File: config.mk
export PLATFORM = sky130hd
export DESIGN_NAME = falu_sched
export DESIGN_NICKNAME = d
export VERILOG_FILES = /design/src/rtl/falu_sched.sv
export SDC_FILE = /design/constraint.sdc
export NUM_CORES = 1
export LEC_CHECK = 0
export CAP_MARGIN = 20
export CORE_AREA = 2 2 198 200
export CTS_CLUSTER_DIAMETER = 60
export DETAILED_ROUTE_END_ITERATION = 10
export DIE_AREA = 0 0 200 202
export HOLD_SLACK_MARGIN = 0.06
export SETUP_SLACK_MARGIN = 0.3
export SLEW_MARGIN = 40
export SYNTH_ARGS = -nofsm -noshare
export SYNTH_HDL_FRONTEND = slang
export SYNTH_SLANG_ARGS = --single-unit
File: constraint.sdc
create_clock -name Clk -period 5.2 [get_ports Clk]
set_input_delay 0.78 -clock Clk [delete_from_list [all_inputs] [get_ports Clk]]
set_output_delay 0.78 -clock Clk [all_outputs]
set_load 0.1 [all_outputs]
File: src/rtl/falu_sched.sv
// falu_sched: round-robin issue scheduler and FCSR0 owner for the shared FP ALU
// Optional feature macro FALU_SCHED_FLAGS_EN: ResFlags accumulate sticky into Fcsr0[20:16].
// Ports: Clk/Rest (sync, active-high); Req0*/Req1* requester handshake and payload;
//   FcsrWr* FCSR0 write handshake; Issue* registered issue slot; Fcsr0 current CSR;
//   ResFlags/Wb* writeback tagging; Busy ops in flight or write pending.
module falu_sched #(
    parameter int WIDTH_FALU = 32,
    parameter int LAT        = 3,
    parameter int REG_W      = 5,
    parameter int OP_W       = 8
) (
    input  logic                    Clk,
    input  logic                    Rest,
    input  logic                    Req0Valid,
    output logic                    Req0Ready,
    input  logic [OP_W-1:0]         Req0Op,
    input  logic [2*WIDTH_FALU-1:0] Req0Src1,
    input  logic [2*WIDTH_FALU-1:0] Req0Src2,
    input  logic [REG_W-1:0]        Req0Rd,
    input  logic                    Req1Valid,
    output logic                    Req1Ready,
    input  logic [OP_W-1:0]         Req1Op,
    input  logic [2*WIDTH_FALU-1:0] Req1Src1,
    input  logic [2*WIDTH_FALU-1:0] Req1Src2,
    input  logic [REG_W-1:0]        Req1Rd,
    input  logic                    FcsrWrValid,
    input  logic [WIDTH_FALU-1:0]   FcsrWrData,
    output logic                    FcsrWrReady,
    output logic                    IssueValid,
    output logic [OP_W-1:0]         IssueOp,
    output logic [2*WIDTH_FALU-1:0] IssueSrc1,
    output logic [2*WIDTH_FALU-1:0] IssueSrc2,
    output logic [WIDTH_FALU-1:0]   Fcsr0,
    input  logic [4:0]              ResFlags,
    output logic                    WbValid,
    output logic [REG_W-1:0]        WbRd,
    output logic                    WbReqId,
    output logic                    Busy
);
    localparam int CW = $clog2(LAT + 2);
    localparam int TW = REG_W + 2;
`ifdef FALU_SCHED_FLAGS_EN
    localparam logic [WIDTH_FALU-1:0] WR_MASK = WIDTH_FALU'(32'h001F_031F);
`else
    localparam logic [WIDTH_FALU-1:0] WR_MASK = WIDTH_FALU'(32'h0000_031F);
    logic unused_flags;
    assign unused_flags = ^ResFlags;
`endif

    typedef enum logic [1:0] {IDLE, DRAIN, WRITE} state_t;

    state_t          state, state_nxt;
    logic            ptr;
    logic            grant0, grant1;
    logic [CW-1:0]   inflight;
    logic [REG_W-1:0] issue_rd;
    logic            issue_id;
    logic [TW-1:0]   trk [LAT];

    always_ff @(posedge Clk) begin
        state <= Rest ? IDLE : state_nxt;
    end

    always_comb begin
        state_nxt   = state;
        Req0Ready   = 1'b0;
        Req1Ready   = 1'b0;
        FcsrWrReady = 1'b0;
        case (state)
            IDLE: begin
                if (FcsrWrValid) begin
                    state_nxt = DRAIN;
                end else begin
                    Req0Ready = ~ptr | ~Req1Valid;
                    Req1Ready = ptr | ~Req0Valid;
                end
            end
            DRAIN: state_nxt = (inflight == '0 && !IssueValid) ? WRITE : DRAIN;
            WRITE: begin
                state_nxt   = IDLE;
                FcsrWrReady = 1'b1;
            end
            default: state_nxt = IDLE;
        endcase
        if (Rest) begin
            Req0Ready   = 1'b0;
            Req1Ready   = 1'b0;
            FcsrWrReady = 1'b0;
        end
    end

    // With both valid exactly one ready is high, so at most one grant per cycle.
    assign grant0 = Req0Valid & Req0Ready;
    assign grant1 = Req1Valid & Req1Ready & ~grant0;

    always_ff @(posedge Clk) begin
        if (Rest) begin
            ptr        <= 1'b0;
            IssueValid <= 1'b0;
            IssueOp    <= '0;
            IssueSrc1  <= '0;
            IssueSrc2  <= '0;
            issue_rd   <= '0;
            issue_id   <= 1'b0;
            inflight   <= '0;
            Fcsr0      <= '0;
            for (int i = 0; i < LAT; i++) trk[i] <= '0;
        end else begin
            IssueValid <= grant0 | grant1;
            if (grant0 | grant1) begin
                ptr       <= grant0;
                IssueOp   <= grant0 ? Req0Op : Req1Op;
                IssueSrc1 <= grant0 ? Req0Src1 : Req1Src1;
                IssueSrc2 <= grant0 ? Req0Src2 : Req1Src2;
                issue_rd  <= grant0 ? Req0Rd : Req1Rd;
                issue_id  <= grant1;
            end
            trk[0] <= {IssueValid, issue_rd, issue_id};
            for (int i = 1; i < LAT; i++) trk[i] <= trk[i-1];
            inflight <= inflight + CW'(IssueValid) - CW'(WbValid);
            // The pipe is empty in WRITE, so a CSR write never meets a flag update.
            if (FcsrWrReady) Fcsr0 <= (Fcsr0 & ~WR_MASK) | (FcsrWrData & WR_MASK);
`ifdef FALU_SCHED_FLAGS_EN
            else if (WbValid) Fcsr0[20:16] <= Fcsr0[20:16] | ResFlags;
`endif
        end
    end

    assign {WbValid, WbRd, WbReqId} = trk[LAT-1];
    assign Busy = ~Rest & ((state != IDLE) | IssueValid | (inflight != '0));
endmodule
==> flow_summary.toml <==
[clock_network]
root_buffer = "clkbuf_16"
post_cts.repair.setup_buffers = 0
cts_tree = "built"
hold_buffers = 0
ctsLongestPathBuffers = 2
cts_made_buffers = 17
path_clk_slew_ps = 70
clock_sinks = 177
clock_latency_ps = 460
h-tree-depth = 4
cts_resized = 0

[synth]
netlist_instances = 937
syn_area_per_cell_sq_um = 9.35
synth-async-reset-ratio_pct = 0
synth_flop_cell = "dfxtp_1"
synth.largest_area_cell = "dfxtp_1"
netlist_area_sq_mm = 0.00876
ys_seq_elements = 177
yosysWarnings = 0
synth-edff-count = 0
seq_area_frac_synth_pct = 40.5
synth_area_leaders = "dfxtp_1 40%, o221a_2 17%, nor3_1 7.8%"
synth.most_common_cell = "dfxtp_1"
ys_types = 31
synth_top_area_share_pct = 40.5
ys_top_cells_by_count = "177 x dfxtp_1, 140 x inv_1, 137 x nor3_1"

[route]
wl_microns = 33800
num_vias = 8696
vias_per_cell = 4.72
drtIter0Drc = 386
dr.pass1.iters = 5
drc = 0
postRouteAntennaNets = 0
drt-wirelength-per-cell_microns = 18.3

[die]
rows = 72
die_area_sq_mm = 0.0404
io_pins = 504
die_x_microns = 200
core_sq_mm = 0.0383
initial_core_util_pct = 22.9
die_h_microns = 202

[timing]
skew_ps = 9.53
worst_hold_slack_ps = 435
fin_crit_sh_pct = 59.2
finalHoldViolations = 0
finalSetupTns_ps = 0
grt_setup_unrepaired = "false"
slew_headroom_pct = 45.6
worst_pin_slew_ps = 817
fin_crit_ps = 3080
timing.fmax_mhz = 325
drv_slew = 0
setup_viol = 0

[global_routing]
grt_pass1_vias = 8711
grt_max_degree = 144
gr-total-overflow = 0
grt_antenna_before_repair = 0
grt_pass1_wl_microns = 50800
track_usage_pct = 16.4

[outcome]
status = "finished, final reports clean"

[final_layout]
fin_nets = 1640
fill_cells = 3896
final_area_sq_mm = 0.0133
drive_above_1_share_pct = 29.7
syn_to_final_growth_pct = 52.2
n_antenna_cell = 0

[worst_setup_path]
r2r_end = "IssueSrc1[14]"
worstSetupStartpoint = "FcsrWrValid"
cp-endpoint = "Req1Ready"
worstSetupPathType = "input port to output port"
crit_path_start_kind = "input port"
arrival_ps = 2300
crit_path_end_kind = "output port"
timing.rr.start = "state[0]"
reg2reg_slack_ps = 2670
critPathRequiredTime_ps = 4420
critPathMaxFanout = 6
reg2reg_depth = 5

[power_and_ir_drop]
irDropWorstVdd_mv = 0.199
p_leak_uw = 0.00502
power_density_mw_per_mm2 = 318

[placement]
finalWeightedCongestion = 0.744
place.port_buffers = 448
dp_hpwl_microns = 22300
dpl_cell_area_sq_mm = 0.0127

[run]
drv_cap = 0

[hold_path]
min_path_type = "flip-flop to flip-flop"
final cells by class:
class                      count  area (sq um)  share of cell area [%]
clock inverter                13           153                    1.15
clock buffer                  18           429                    3.22
inverter                     140           526                    3.94
multi-input combinational    516          4170                    31.3
timing repair buffer         461          3860                    29.0
sequential                   177          3540                    26.6
tap                          518           648                    4.86
worst max-delay path, stage by stage:
cell and delay [ps]:
clkdlybuf4s50_1 480, nor4_4 510, and2_1 230, buf_4 300
worst min path at each step:
stage | cells after the start | end | startpoint
final | 1 | trk[0][11] | trk[0][4]
after global routing | 1 | trk[0][11] | trk[0][4]
after CTS | 1 | trk[0][11] | trk[0][4]
after detailed placement | 1 | trk[0][11] | trk[0][4]
after global placement | 1 | trk[0][13] | trk[0][6]
after floorplan | 1 | trk[0][10] | trk[0][3]
cells by family (layout without fill, tap and decap cells):
logic type | after synthesis | after routing | share of synthesized area [%]
xor+xnor | 2 | 2 | 0.200
compound gates | 296 | 296 | 34.0
fa+ha+maj | 3 | 3 | 0.514
buf+inv | 268 | 632 | 13.4
simple gates | 190 | 190 | 11.4
other cells | 1 | 25 | 0.0428
flops | 177 | 177 | 40.5
cells in the final DEF (no fill, tap or decap), types with 17 or more instances in the layout:
master / Yosys / layout
clkdlybuf4s50_1: 0 / 290
nor2b_1: 23 / 23
dfxtp_1: 177 / 177
nor3_1: 137 / 137
a211oi_1: 84 / 84
buf_2: 2 / 152
clkbuf_16: 0 / 17
o221a_2: 136 / 136
conb_1: 1 / 25
inv_1: 140 / 140
a211oi_2: 52 / 52
per-layer routing:
metal / track usage, % / share of wire [%]
met1: 19.3 / 40
met2: 27.1 / 48
met3: 5.24 / 9.2
met4: 7.17 / 2.7
met5: 0 / 0
where the power goes:
group	total [uW]	internal [uW]	switching (uW)
Combinational	1380	414	969
Clock	1340	716	627
Sequential	1510	1450	64.4
Total	4240	2580	1660
flip-flops by register name, summed over array words and instances, names as in the netlist, 2 cells and up:
signal and cells:
IssueSrc1 64, state 2, inflight 3, Fcsr0 7, IssueOp 8, IssueSrc2 64, issue_rd 5, trk 21
through the flow:
stage	util (%)	cells	power [uW]	worst slack, ps
6_report	34.8	1843	4240	2120
5_1_grt	34.8	1843	4410	2080
4_1_cts	34.7	1842	4300	2110
3_5_place_dp	33.2	1811	2930	1910
3_3_place_gp	35.2	1811	2990	1670
2_1_floorplan	-	961	2540	1280
No activity file was read; power rests on OpenSTA's default activity.
